[src/rtl/updn_counter_ctrl.sv]
// Command sequencer for the cascaded up/down counter: accepts a target value and
// steps the counter one count per cycle until it reaches it, then pulses done.
module updn_counter_ctrl #(
    parameter int W = 8
) (
    input  logic         clk,
    input  logic         reset,
    input  logic         cmd_valid,
    output logic         cmd_ready,
    input  logic [W-1:0] cmd_target,
    input  logic         cmd_mode,
    input  logic         cmd_abort,
    input  logic [W-1:0] q_in,
    output logic         eup,
    output logic         edn,
    output logic         busy,
    output logic         done,
    output logic         aborted
);

    typedef enum logic [2:0] {
        S_IDLE,
        S_EVAL,
        S_UP,
        S_DOWN,
        S_DONE
    } state_t;

    state_t         r_state;
    logic [W-1:0]   r_target;
    logic           r_mode;
    logic           r_aborted;

    logic           w_atTarget;
    logic [W-1:0]   w_distUp;
    logic [W-1:0]   w_distDown;
    logic           w_goUp;

    // Modular distances; a tie between them resolves toward counting up.
    assign w_atTarget = (q_in == r_target);
    assign w_distUp   = r_target - q_in;
    assign w_distDown = q_in - r_target;
    assign w_goUp     = r_mode ? (w_distUp <= w_distDown) : (q_in < r_target);

    always_ff @(posedge clk or posedge reset) begin
        if (reset) begin
            r_state   <= S_IDLE;
            r_target  <= '0;
            r_mode    <= 1'b0;
            r_aborted <= 1'b0;
        end else begin
            case (r_state)
                S_IDLE: begin
                    if (cmd_valid) begin
                        r_target  <= cmd_target;
                        r_mode    <= cmd_mode;
                        r_aborted <= 1'b0;
                        r_state   <= S_EVAL;
                    end
                end
                S_EVAL: begin
                    if (w_atTarget) begin
                        r_state <= S_DONE;
                    end else if (w_goUp) begin
                        r_state <= S_UP;
                    end else begin
                        r_state <= S_DOWN;
                    end
                end
                S_UP, S_DOWN: begin
                    if (cmd_abort) begin
                        r_aborted <= 1'b1;
                        r_state   <= S_DONE;
                    end else if (w_atTarget) begin
                        r_state <= S_DONE;
                    end
                end
                S_DONE: begin
                    r_state <= S_IDLE;
                end
                default: begin
                    r_state <= S_IDLE;
                end
            endcase
        end
    end

    // Enables stay combinational so an abort or an early arrival cuts them in the same cycle.
    assign eup       = (r_state == S_UP)   && !w_atTarget && !cmd_abort;
    assign edn       = (r_state == S_DOWN) && !w_atTarget && !cmd_abort;
    assign cmd_ready = (r_state == S_IDLE);
    assign busy      = (r_state != S_IDLE);
    assign done      = (r_state == S_DONE);
    assign aborted   = r_aborted;

endmodule
[config.mk]
export PLATFORM = sky130hd
export DESIGN_NAME = updn_counter_ctrl
export DESIGN_NICKNAME = d
export VERILOG_FILES = /design/src/rtl/updn_counter_ctrl.sv
export SDC_FILE = /design/constraint.sdc
export NUM_CORES = 1
export LEC_CHECK = 0
export CAP_MARGIN = 20
export CORE_UTILIZATION = 35
export CTS_CLUSTER_DIAMETER = 50
export DETAILED_ROUTE_END_ITERATION = 10
export GPL_TIMING_DRIVEN = 0
export PLACE_DENSITY = 0.69
export SYNTH_ARGS = -nofsm -noshare
export SYNTH_HDL_FRONTEND = slang
export SYNTH_SLANG_ARGS = --single-unit
[constraint.sdc]
create_clock -name clk -period 5.2 [get_ports clk]
set_input_delay 1.04 -clock clk [delete_from_list [all_inputs] [get_ports clk]]
set_output_delay 1.04 -clock clk [all_outputs]
set_load 0.05 [all_outputs]
==> flow_metrics.py, run 1 <==
metrics = {
    "run_status": {
        "status": "finished, final reports clean",
    },
    "route": {
        "final_antenna_net_count": 0,
        "via_per_inst": 5.00,
        "first_pass_iters": 4,
        "vias": 1239,
        "wl_mm": 2.96,
        "routedWlPerCell_um": 12.0,
        "drc": 0,
        "drt_iter0_markers": 50,
    },
    "final_layout": {
        "area_delta_synth_final_pct": 26.2,
        "layout.nets": 245,
        "fin_cells": 248,
        "diodes": 0,
        "drive_above_1_share": 0.0850,
    },
    "sta": {
        "final.min_clock_period_ns": 4.54,
        "finClkSkew_ns": 0.00246,
        "setup_viol": 0,
        "rsz0062_at_grt": "false",
        "fmaxAchievable_ghz": 0.220,
        "fin_setup_tns_ns": 0,
        "slew_violations": 0,
        "hold_viol": 0,
        "period_share": 0.873,
        "max-slew-margin-rel": 0.666,
        "worst_slew_pin_slew_ns": 0.500,
        "holdWs_ns": 0.533,
    },
    "yosys": {
        "synth_largest_area_cell": "dfrtp_1",
        "synth_top_area_share": 0.233,
        "syn-cell-area_mm2": 0.00139,
        "ys_ff_latch": 13,
        "synth_ff_type": "dfrtp_1",
        "synth_edf_count": 0,
        "synth.area.top_cells": "dfrtp_1 (23%), ha_1 (19%), inv_1 (7.0%), nand2_1 (4.8%), xnor2_1 (4.4%)",
        "yosys_warnings": 0,
        "synthDistinctLibCells": 40,
        "async_flop_share": 1.00,
        "syn_inst": 170,
        "synth_nets": 214,
        "avgSynthCellArea_um2": 8.20,
        "synthTopCellsByCount": "inv_1 (26), ha_1 (21), nand2_1 (18)",
        "yosysMostFrequentCell": "inv_1",
        "synth-seq-area-share": 0.233,
    },
    "setup_path": {
        "slowest_delay_ns": 0.69,
        "worstPathArrival_ns": 3.50,
        "cp_common_cell": "clkdlybuf4s50_1",
        "startpoint_type": "input port",
        "setup.worst_path.start": "q_in[6]",
        "r2r_start": "r_target[0]",
        "cp-end-kind": "output port",
        "path_max_fanout": 6,
        "critPathKind": "in -> out",
        "cp.required_ns": 4.16,
        "crit_chain": "clkdlybuf4s50_1 > inv_1 > ha_1 > nand4_1 > nor2_2 > nor2_1 > and3_1 > clkdlybuf4s50_1",
        "crit_slowest_cell": "clkdlybuf4s50_1",
    },
    "global_route": {
        "grt_max_degree": 14,
        "antenna_found_initial": 0,
        "grt_usage": 0.156,
        "grt_pass1_wl_mm": 5.20,
        "grt_pass1_vias": 1172,
        "grt-ovfl-total": 0,
    },
    "die": {
        "initial_core_util": 0.372,
        "die_area_mm2": 0.00424,
        "die_x_um": 65.1,
        "pin_count": 27,
        "rows": 22,
        "die_y_um": 65.1,
        "coreArea_mm2": 0.00374,
    },
    "clocking": {
        "cts_made_buffers": 3,
        "post-cts-setup-buffer-count": 0,
        "ctsRootBufferMaster": "clkbuf_8",
        "htree_levels": 1,
        "clk_latency_ns": 0.24,
        "path_clk_slew_ns": 0.06,
        "clock-sinks": 13,
        "cts-resized-gates": 0,
        "ctsHoldBuffers": 0,
        "clockBufferDepth": 2,
        "cts_tree": "done",
    },
    "pwr": {
        "pwr_density_cell_mw_per_mm2": 638,
        "p_leak_nw": 0.794,
        "ir_worst_vdd_v": 0.000352,
    },
    "min_path": {
        "hp-start": "aborted",
        "hold_path_class": "reg -> reg",
    },
    "place": {
        "io_buffers": 26,
        "dpl.hpwl_mm": 2.46,
        "dp.cells": 244,
        "routabilityCongestion": 0.823,
    },
    "job": {
        "maxCapViolCount": 0,
    },
}
kinds of logic after synthesis:
kind of cell    count (synthesis)  share of synthesized area
simple gates                   50                      0.183
compound gates                 42                      0.205
xor+xnor                        9                     0.0566
fa+ha+maj                      23                      0.217
flops                          13                      0.233
mux                             2                     0.0153
buf+inv                        31                     0.0898
sequential cells by signal (all words and copies together) (netlist names):
name      count
aborted       1
r_mode        1
r_state       3
r_target      8
worst max-delay path, delay by kind of cell:
| family | cells | cell delay [ns] |
|---|---|---|
| fa+ha+maj | 1 | 0.42 |
| buf+inv | 3 | 1.26 |
| simple gates | 4 | 0.78 |
cell type report:
| type | instances | area [µm²] |
|---|---|---|
| clock buffers | 4 | 45.0 |
| flip-flops and latches | 13 | 325 |
| well taps | 48 | 60.1 |
| repair buffers | 26 | 260 |
| plain buffers | 5 | 27.5 |
| fillers | 373 | 1980 |
| multi-input cells | 126 | 943 |
| inverters | 26 | 97.6 |
placed cells by master, fill, tap and decap left out, types with 2 or more instances in the layout:
cell and instances:
ha_1 21, a211oi_1 4, a2111oi_2 2, o21ai_0 12, nor4b_1 3, dfrtp_1 13, clkbuf_8 3, o21bai_1 2
nor2_1 10, buf_2 4, nor2b_1 2, nor3_1 3, fa_1 2, nand4_1 4, a21boi_0 2, inv_1 26
o211ai_1 2, nand2_1 18, a21oi_1 9, xnor2_1 7, nand3_1 2, xor2_1 2, clkdlybuf4s50_1 26, and2_1 2
routing by layer:
metal / up-vias / global-route usage / routed length [µm]
met5: - / 0 / 0
met4: 0 / 0.0788 / 89
met3: 11 / 0.0122 / 65
met2: 27 / 0.242 / 1330
met1: 562 / 0.218 / 1480
li1: 639 / - / -
power by group:
part,internal [W],total (W),switching (W)
Clock,0.0000541,0.0000903,0.0000362
Combinational,0.000359,0.000838,0.000479
Sequential,0.000150,0.000194,0.0000445
Total,0.000563,0.00112,0.000560
worst paths after layout:
| path | endpoint | slack [ns] | depth (start not counted) |
|---|---|---|---|
| max | edn | 0.66 | 8 |
| min | aborted | 0.53 | 2 |
| max reg2reg | r_state[0] | 2.21 | 14 |
| min reg2reg | aborted | 0.53 | 2 |
| max in group asynchronous | r_target[4] | 3.75 | 2 |
| min in group asynchronous | r_target[7] | 1.12 | 2 |
through the flow:
step	utilization	power [W]	setup WS, ns	area, µm²
after CTS	0.470	0.00113	0.659	1760
after detailed placement	0.458	0.00103	0.669	1710
after floorplan	-	0.000836	0.840	1390
after global placement	0.458	0.00102	0.655	1710
final	0.470	0.00112	0.663	1760
after global routing	0.470	0.00125	0.516	1760
Power figures use the tool's default switching activity.
==> inputs of run 2 (changes only) <==
Settings changed: SLEW_MARGIN set to 5.
==> results of run 2 <==
Same layout as run 1: the final DEF is identical, and so are final timing and power.
==> inputs of run 3 (changes only) <==
Settings changed: CTS_BUF_LIST set to sky130_fd_sc_hd__clkbuf_4.
==> flow_metrics.py, run 3 (synthesis results as in run 1) <==
metrics = {
    "run_status": {
        "status": "finished, final reports clean",
    },
    "route": {
        "wl_mm": 2.95,
        "routedWlPerCell_um": 11.9,
        "final_antenna_net_count": 0,
        "first_pass_iters": 4,
        "vias": 1248,
        "drc": 0,
        "drt_iter0_markers": 51,
        "via_per_inst": 5.03,
    },
    "sta": {
        "final.min_clock_period_ns": 4.53,
        "rsz0062_at_grt": "false",
        "worst_slew_pin_slew_ns": 0.501,
        "fin_setup_tns_ns": 0,
        "hold_viol": 0,
        "fmaxAchievable_ghz": 0.221,
        "max-slew-margin-rel": 0.665,
        "finClkSkew_ns": 0.00502,
        "slew_violations": 0,
        "setup_viol": 0,
        "holdWs_ns": 0.541,
        "period_share": 0.872,
    },
    "setup_path": {
        "r2r_start": "r_target[0]",
        "cp_common_cell": "clkdlybuf4s50_1",
        "slowest_delay_ns": 0.69,
        "crit_slowest_cell": "clkdlybuf4s50_1",
        "worstPathArrival_ns": 3.49,
        "reg2reg_slack_ns": 2.19,
        "crit_chain": "clkdlybuf4s50_1 > inv_1 > ha_1 > nand4_1 > nor2_2 > nor2_1 > and3_1 > clkdlybuf4s50_1",
        "startpoint_type": "input port",
        "rr_endpoint": "r_state[0]",
        "path_max_fanout": 6,
        "critPathKind": "in -> out",
        "rr_worst_depth": 14,
        "setup.worst_path.start": "q_in[6]",
        "cp-end-kind": "output port",
        "cp.required_ns": 4.16,
    },
    "global_route": {
        "grt_pass1_wl_mm": 5.15,
        "antenna_found_initial": 0,
        "grt_usage": 0.155,
        "grt_pass1_vias": 1154,
        "grt-ovfl-total": 0,
        "grt_max_degree": 14,
    },
    "final_layout": {
        "largest_register_ffs": 8,
        "layout.nets": 245,
        "max_flop_register": "r_target",
        "top_regs": "r_target (8), r_state (3)",
        "area_delta_synth_final_pct": 25.1,
        "final_area_mm2": 0.00174,
        "diodes": 0,
        "fin_cells": 248,
        "final_cell_mix": "inv_1 (26), clkdlybuf4s50_1 (26), ha_1 (21)",
        "fillers": 375,
        "drive_above_1_share": 0.0900,
    },
    "pwr": {
        "clock_power_share": 0.061,
        "internal_power_w": 0.000544,
        "p_leak_nw": 0.789,
        "power_switching_w": 0.000554,
        "ir_worst_vdd_v": 0.000311,
        "swShare": 0.504,
        "p_total_w": 0.00110,
        "p_comb_frac": 0.764,
        "pwr_density_cell_mw_per_mm2": 629,
        "seq_power_share": 0.176,
    },
    "die": {
        "rows": 22,
        "die_y_um": 65.1,
        "initial_core_util": 0.372,
        "die_area_mm2": 0.00424,
        "die_x_um": 65.1,
        "coreArea_mm2": 0.00374,
        "pin_count": 27,
    },
    "clocking": {
        "clockBufferDepth": 2,
        "clk_latency_ns": 0.27,
        "path_clk_slew_ns": 0.08,
        "cts-resized-gates": 0,
        "ctsHoldBuffers": 0,
        "htree_levels": 1,
        "cts_made_buffers": 3,
        "clock-sinks": 13,
        "cts_tree": "done",
        "ctsRootBufferMaster": "clkbuf_4",
        "post-cts-setup-buffer-count": 0,
    },
    "place": {
        "dpl_cell_area_mm2": 0.00171,
        "dpl.hpwl_mm": 2.46,
        "io_buffers": 26,
        "routabilityCongestion": 0.823,
        "dp.cells": 244,
    },
    "job": {
        "maxCapViolCount": 0,
    },
    "min_path": {
        "hold_path_end": "aborted",
        "hp-start": "aborted",
        "hold_path_depth": 2,
        "hold_path_class": "reg -> reg",
    },
}
==> run 3: cell counts in the layout (fill, tap and decap cells not counted) <==
No cell type changed its count.
==> run 3: how the worst max path moves through the flow <==
stage / to / slack [ns] / cells after the start
3_3_place_gp: edn / 0.65 / 8
4_1_cts: edn / 0.66 / 8
2_1_floorplan: eup / 0.84 / 6
5_1_grt: edn / 0.53 / 9
6_report: edn / 0.67 / 8
3_5_place_dp: edn / 0.67 / 8
==> run 3: worst max-delay path: cells and delay by family <==
family / cells / cell delay [ns]
adder cells (fa/ha/maj): 1 / 0.42
buffers and inverters: 3 / 1.25
AND/OR/NAND/NOR: 4 / 0.78
==> run 3: area by class of cell <==
cell class              count  area (µm²)  area share
flip-flops and latches     13         325       0.187
clock buffers               4        30.0      0.0172
well taps                  48        60.1      0.0344
multi-input cells         126         943       0.541
plain buffers               5        27.5      0.0158
repair buffers             26         260       0.149
inverters                  26        97.6      0.0560
==> run 3: metrics by stage <==
step	util	setup WS [ns]
2_1_floorplan	-	0.840
3_3_place_gp	0.458	0.655
3_5_place_dp	0.458	0.669
4_1_cts	0.466	0.659
5_1_grt	0.466	0.530
6_report	0.466	0.665
==> run 3: power groups by stage <==
stage	Combinational, W	Sequential (W)	Clock, W
floorplan	0.000640	0.000196	0
CTS	0.000840	0.000194	0.0000690
global placement	0.000825	0.000194	0
global route	0.000953	0.000201	0.0000739
finish	0.000838	0.000193	0.0000668
detailed placement	0.000833	0.000195	0
==> run 3: per-layer routing <==
metal,track usage,vias up,part of all wire
li1,-,641,-
met1,0.219,565,0.48
met2,0.245,34,0.47
met3,0.00521,8,0.029
met4,0.0679,0,0.019
met5,0,-,0
